<file path="src/rtl/load_store_unit_pkg.sv">
// Shared encodings for the load/store unit: funct3 size codes, exception causes,
// the latched request record and the request legality check.
package load_store_unit_pkg;

  localparam int XLEN = 32;

  localparam logic [2:0] LSU_B  = 3'd0;
  localparam logic [2:0] LSU_H  = 3'd1;
  localparam logic [2:0] LSU_W  = 3'd2;
  localparam logic [2:0] LSU_BU = 3'd4;
  localparam logic [2:0] LSU_HU = 3'd5;

  localparam logic [3:0] EXC_NONE        = 4'd0;
  localparam logic [3:0] EXC_ILLEGAL     = 4'd2;
  localparam logic [3:0] EXC_LD_MISALIGN = 4'd4;
  localparam logic [3:0] EXC_ST_MISALIGN = 4'd6;

  typedef struct packed {
    logic       is_load;
    logic [2:0] funct3;
    logic [1:0] off;
    logic [4:0] rd;
  } lsu_req_t;

  // Returns EXC_NONE for a request that may go to the bus; illegal wins over misaligned.
  function automatic logic [3:0] lsu_check(input logic       is_load,
                                           input logic       is_store,
                                           input logic [2:0] funct3,
                                           input logic [1:0] off);
    logic illegal;
    logic misaligned;
    illegal = (is_load == is_store) ||
              (is_load  && (funct3 == 3'd3 || funct3 == 3'd6 || funct3 == 3'd7)) ||
              (is_store && (funct3 > LSU_W));
    misaligned = ((funct3 == LSU_H || funct3 == LSU_HU) && off[0]) ||
                 ((funct3 == LSU_W) && (off != 2'b00));
    if (illegal)
      return EXC_ILLEGAL;
    else if (misaligned)
      return is_load ? EXC_LD_MISALIGN : EXC_ST_MISALIGN;
    else
      return EXC_NONE;
  endfunction

endpackage

</file>
<file path="src/rtl/load_store_unit_align.sv">
// Byte-lane steering: store data replication and strobes on the request side,
// load lane extraction and sign/zero extension on the response side.
module lsu_align
  import load_store_unit_pkg::*;
(
  input  logic [2:0]      st_funct3,
  input  logic [1:0]      st_off,
  input  logic [XLEN-1:0] st_data,
  output logic [XLEN-1:0] st_wdata,
  output logic [3:0]      st_wstrb,
  input  logic [2:0]      ld_funct3,
  input  logic [1:0]      ld_off,
  input  logic [XLEN-1:0] ld_rdata,
  output logic [XLEN-1:0] ld_data
);

  logic [7:0]  ld_byte;
  logic [15:0] ld_half;

  assign ld_byte = ld_rdata[{ld_off, 3'b000} +: 8];
  assign ld_half = ld_rdata[{ld_off[1], 4'b0000} +: 16];

  // NOTE: every output gets a default before the case so no latch is inferred.
  always_comb begin
    st_wdata = st_data;
    st_wstrb = 4'b1111;
    case (st_funct3)
      LSU_B: begin
        st_wdata = {4{st_data[7:0]}};
        st_wstrb = 4'b0001 << st_off;
      end
      LSU_H: begin
        st_wdata = {2{st_data[15:0]}};
        st_wstrb = 4'b0011 << st_off;
      end
      default: ;
    endcase
  end

  always_comb begin
    ld_data = ld_rdata;
    case (ld_funct3)
      LSU_B:   ld_data = {{(XLEN-8){ld_byte[7]}}, ld_byte};
      LSU_H:   ld_data = {{(XLEN-16){ld_half[15]}}, ld_half};
      LSU_BU:  ld_data = {{(XLEN-8){1'b0}}, ld_byte};
      LSU_HU:  ld_data = {{(XLEN-16){1'b0}}, ld_half};
      default: ;
    endcase
  end

endmodule

</file>
<file path="src/rtl/load_store_unit.sv">
// RV32I memory-access stage: one req/ack data-memory transaction per accepted
// request, with one-cycle done, writeback and exception pulses.
module load_store_unit
  import load_store_unit_pkg::*;
(
  input  logic            i_clk,
  input  logic            i_rst,
  input  logic            i_valid,
  output logic            o_ready,
  input  logic            i_is_load,
  input  logic            i_is_store,
  input  logic [2:0]      i_funct3,
  input  logic [XLEN-1:0] i_addr,
  input  logic [XLEN-1:0] i_store_data,
  input  logic [4:0]      i_rd,
  output logic            o_mem_req,
  output logic            o_mem_we,
  output logic [XLEN-1:0] o_mem_addr,
  output logic [XLEN-1:0] o_mem_wdata,
  output logic [3:0]      o_mem_wstrb,
  input  logic            i_mem_ack,
  input  logic [XLEN-1:0] i_mem_rdata,
  output logic            o_wb_valid,
  output logic [4:0]      o_wb_rd,
  output logic [XLEN-1:0] o_wb_data,
  output logic            o_done,
  output logic            o_exc_valid,
  output logic [3:0]      o_exc_cause,
  output logic [XLEN-1:0] o_exc_tval
);

  localparam logic [1:0] S_IDLE = 2'd0;
  localparam logic [1:0] S_MEM  = 2'd1;
  localparam logic [1:0] S_DONE = 2'd2;
  localparam logic [1:0] S_EXC  = 2'd3;

  logic [1:0]      state;
  lsu_req_t        req_q;
  logic [3:0]      req_cause;
  logic [XLEN-1:0] st_wdata;
  logic [3:0]      st_wstrb;
  logic [XLEN-1:0] ld_data;

  assign o_ready   = (state == S_IDLE);
  assign req_cause = lsu_check(i_is_load, i_is_store, i_funct3, i_addr[1:0]);

  // Store lanes come from the live request; load lanes from the latched one.
  lsu_align u_align (
    .st_funct3 (i_funct3),
    .st_off    (i_addr[1:0]),
    .st_data   (i_store_data),
    .st_wdata  (st_wdata),
    .st_wstrb  (st_wstrb),
    .ld_funct3 (req_q.funct3),
    .ld_off    (req_q.off),
    .ld_rdata  (i_mem_rdata),
    .ld_data   (ld_data)
  );

  // NOTE: sequential state uses non-blocking assignments so every register
  // samples pre-edge values regardless of statement order.
  always_ff @(posedge i_clk or posedge i_rst) begin
    if (i_rst) begin
      state       <= S_IDLE;
      req_q       <= '0;
      o_mem_req   <= 1'b0;
      o_mem_we    <= 1'b0;
      o_mem_addr  <= '0;
      o_mem_wdata <= '0;
      o_mem_wstrb <= '0;
      o_wb_valid  <= 1'b0;
      o_wb_rd     <= '0;
      o_wb_data   <= '0;
      o_done      <= 1'b0;
      o_exc_valid <= 1'b0;
      o_exc_cause <= '0;
      o_exc_tval  <= '0;
    end else begin
      case (state)
        S_IDLE: begin
          if (i_valid) begin
            req_q <= '{is_load: i_is_load, funct3: i_funct3,
                       off: i_addr[1:0], rd: i_rd};
            if (req_cause != EXC_NONE) begin
              state       <= S_EXC;
              o_done      <= 1'b1;
              o_exc_valid <= 1'b1;
              o_exc_cause <= req_cause;
              o_exc_tval  <= i_addr;
            end else begin
              state       <= S_MEM;
              o_mem_req   <= 1'b1;
              o_mem_we    <= i_is_store;
              o_mem_addr  <= {i_addr[XLEN-1:2], 2'b00};
              o_mem_wdata <= i_is_store ? st_wdata : '0;
              o_mem_wstrb <= i_is_store ? st_wstrb : 4'b0000;
            end
          end
        end
        S_MEM: begin
          if (i_mem_ack) begin
            state       <= S_DONE;
            o_mem_req   <= 1'b0;
            o_mem_we    <= 1'b0;
            o_mem_addr  <= '0;
            o_mem_wdata <= '0;
            o_mem_wstrb <= '0;
            o_done      <= 1'b1;
            // Writes to x0 are dropped entirely, so the wb bus stays zero.
            if (req_q.is_load && (req_q.rd != 5'd0)) begin
              o_wb_valid <= 1'b1;
              o_wb_rd    <= req_q.rd;
              o_wb_data  <= ld_data;
            end
          end
        end
        S_DONE, S_EXC: begin
          state       <= S_IDLE;
          o_done      <= 1'b0;
          o_wb_valid  <= 1'b0;
          o_wb_rd     <= '0;
          o_wb_data   <= '0;
          o_exc_valid <= 1'b0;
          o_exc_cause <= '0;
          o_exc_tval  <= '0;
        end
        default: state <= S_IDLE;
      endcase
    end
  end

endmodule

</file>
<file path="config.mk">
export PLATFORM = sky130hd
export DESIGN_NAME = load_store_unit
export DESIGN_NICKNAME = d
export VERILOG_FILES = /design/src/rtl/load_store_unit_pkg.sv /design/src/rtl/load_store_unit_align.sv /design/src/rtl/load_store_unit.sv
export SDC_FILE = /design/constraint.sdc
export NUM_CORES = 1
export LEC_CHECK = 0
export ABC_AREA = 1
export CAP_MARGIN = 10
export CORE_ASPECT_RATIO = 1.1
export CORE_MARGIN = 2
export CORE_UTILIZATION = 50
export DETAILED_ROUTE_END_ITERATION = 8
export PLACE_DENSITY = 0.93
export SLEW_MARGIN = 20
export SYNTH_ARGS = -nofsm -noshare
export SYNTH_HDL_FRONTEND = slang
export SYNTH_SLANG_ARGS = --single-unit
</file>
<file path="constraint.sdc">
create_clock -name i_clk -period 15.18 [get_ports i_clk]
set_input_delay 3.036 -clock i_clk [delete_from_list [all_inputs] [get_ports i_clk]]
set_output_delay 3.036 -clock i_clk [all_outputs]
set_load 0.02 [all_outputs]
</file>
==> impl_metrics.toml <==
[run_status]
outcome = "complete, no violations"

[job]
maxCapViolations = 0

[die]
fp.coreArea_sq_mm = 0.0150
rows = 47
ioPinCount = 257
die_w_um = 122
initial_core_util = 0.507
dieHeight_um = 133
die_area_sq_mm = 0.0162

[yosys]
synth.avg_cell_area_sq_um = 7.58
synth_warnings = 0
synth_async_sr_flop_share = 1.00
synth_edf_count = 0
synth_fa_ha_area_frac = 0
synth_top_area_share = 0.510
synthSimpleGateAreaFrac = 0.363
synth_commonest_cells = "nand2_1 (392), dfrtp_1 (155), nand3_1 (126)"
synth_seq_cells = 155
ys.flop_type = "dfrtp_1"
synth_xor_area_frac = 0
muxShareOfSynthArea = 0
synth_most_common_cell = "nand2_1"
synth_top_family_by_area = "simple AND/OR/NAND/NOR gates"
ys_types = 26
yosysSeqAreaShare = 0.510
syn_area_sq_mm = 0.00761
syn-instance-count = 1004
yosysTopAreaCell = "dfrtp_1"
synth_area_leaders = "dfrtp_1 (51%), nand2_1 (19%), nand3_1 (8.3%)"
synth_compound_area_frac = 0.0561

[layout]
fin_util = 0.709
drive_gt1_frac = 0.0415
area_growth_pct = 39.7
antenna_cells = 0
fin_nets = 1327

[placed_design]
port-buffer-count = 252
place_hpwl_mm = 16.6
place_congestion = 0.883

[worst_setup_path]
path_delay_family = "buffers and inverters"
worst-path-buf-inv = 3
worst_path_most_repeated_cell = "nand2_1"
arrival_ps = 5880
r2r.worst_path.cells = 9
crit_path_start_kind = "input pin"
cp_num_cells = 10
crit_fanout = 65
crit_path_end_kind = "register"
cpPeakStageDelay_ps = 810
required_ps = 15540
cp_slowest_cell = "clkdlybuf4s50_1"
crit_chain = "clkdlybuf4s50_1, inv_1, nor2_1, nand3_1, nand2_1, nand2_4, nand2_2, buf_4, nand3b_1, nand2_1"
worst-setup-path-type = "in -> reg"

[route]
final_antenna_net_count = 0
drtPass1Iterations = 6
viasPerCell = 5.47
wl_per_cell_um = 17.2
vias = 7806
drt_drc_violations_left = 0
drtIter0Drc = 739
finalWirelength_mm = 24.6

[power_and_ir_drop]
p_switching_uw = 991
switching_share = 0.445
p_per_area_mw_per_mm2 = 210
p_int_uw = 1240
p_seq_frac = 0.318
vdd_drop_max_mv = 0.116
p_leak_uw = 0.00534
p_comb_frac = 0.508
p_clk_frac = 0.174

[timing]
rsz0062_at_grt = "false"
finClkSkew_ps = 10.0
tightest_slew_ps = 951
relSlewSlack = 0.364
setup_tns_ps = 0
clock.fmax_mhz = 181
setup_violations = 0
drv_slew = 0
min_period_ps = 5520
post-route-period-util = 0.363
hold_viol = 0

[global_route]
grt_start_max_net_pins = 100
grt_use_total = 0.307
antenna_found_initial = 0
grt_pass1_vias = 7480
grt_first_pass_wirelength_mm = 39.0
grt_overflow = 0

[clock_tree]
cts.sinks = 155
postCtsHoldBufs = 0
clockBufferDepth = 2
htreeDepth = 4
tritoncts = "done"
cts_resized = 0
cts_buffers = 17
cts-root-buf = "clkbuf_16"
worstSkewPairLatency_ps = 430
clkSlewWorstSetupHoldPaths_ps = 70
cts_setup_buffers = 0

[worst_hold_path]
min_delay_path_depth = 2
hold_class = "reg -> reg"
==> placed cells by master, fill, tap and decap left out, types with 2 or more instances in the layout <==
master / Yosys / layout
nor2_1: 84 / 83
clkinvlp_4: 0 / 3
clkinv_2: 0 / 4
nand2_2: 2 / 2
inv_1: 45 / 44
inv_6: 0 / 5
inv_2: 4 / 4
nor2_2: 2 / 3
clkbuf_1: 34 / 2
a21oi_1: 2 / 2
conb_1: 1 / 4
dfrtp_1: 155 / 155
nor3_1: 10 / 10
nand4_1: 3 / 3
nand2_1: 392 / 392
nand3_1: 126 / 126
buf_4: 14 / 7
clkbuf_16: 0 / 17
o21ai_0: 65 / 65
o211ai_1: 9 / 9
clkinv_4: 0 / 2
nand3b_1: 30 / 30
clkdlybuf4s50_1: 0 / 252
==> metal layers <==
metal  share of wire  GRT usage
met5               0          0
met4           0.047      0.153
met3           0.089     0.0775
met2            0.48      0.497
met1            0.38      0.383
==> stage by stage <==
step	cell area, sq um	power [uW]	worst slack, ps	hold WS, ps	instances
2_1_floorplan	7620	1360	7970	453	1007
3_3_place_gp	10100	1800	9390	453	1394
3_5_place_dp	10100	1830	9280	458	1394
4_1_cts	10600	2230	9710	478	1426
5_1_grt	10600	2360	9440	493	1426
6_report	10600	2230	9660	477	1426
==> worst paths after layout <==
check	start	end	slack, ps
max in group asynchronous	i_rst	o_mem_wdata[3]	10720
min reg2reg	o_mem_wdata[1]	o_mem_wdata[1]	480
max	i_is_store	o_mem_addr[28]	9660
min in group asynchronous	i_rst	o_wb_data[27]	3190
min	o_mem_wdata[1]	o_mem_wdata[1]	480
max reg2reg	state[0]	o_mem_wdata[15]	11580
==> logic make-up after synthesis <==
family | count (synthesis)
flops | 155
other cells | 1
compound gates | 78
simple gates | 652
buf+inv | 118
==> cell type report <==
class | count | area, sq um
flip-flops and latches | 155 | 3880
repair buffers | 259 | 2570
clock buffers | 19 | 433
fillers | 1181 | 4370
multi-input cells | 734 | 3210
inverters | 50 | 193
well taps | 196 | 245
clock inverters | 13 | 95.1
==> flip-flops by register name, summed over array words and instances (netlist names) <==
name         cells
o_done           1
o_exc_cause      2
o_exc_tval      32
o_exc_valid      1
o_mem_addr      30
o_mem_req        1
o_mem_wdata     32
o_mem_we         1
o_mem_wstrb      4
o_wb_data       32
o_wb_rd          5
o_wb_valid       1
req_q           11
state            2
==> power groups by stage <==
stage          clock [uW]  combinational [uW]  sequential [uW]
2_1_floorplan           0                 486              870
3_3_place_gp            0                1100              701
3_5_place_dp            0                1120              705
4_1_cts               392                1130              704
5_1_grt               410                1220              726
6_report              388                1130              708
==> worst reg2reg max path, stage by stage, from the launching register on <==
cell and delay (ps):
dfrtp_1 420, inv_2 70, nor2_2 680, inv_2 520, o21ai_4 250, buf_4 620, nand2_2 310, buf_4 400
nand2_1 160, nand2_1 70
Note: power is estimated with default switching activity, not from simulation.
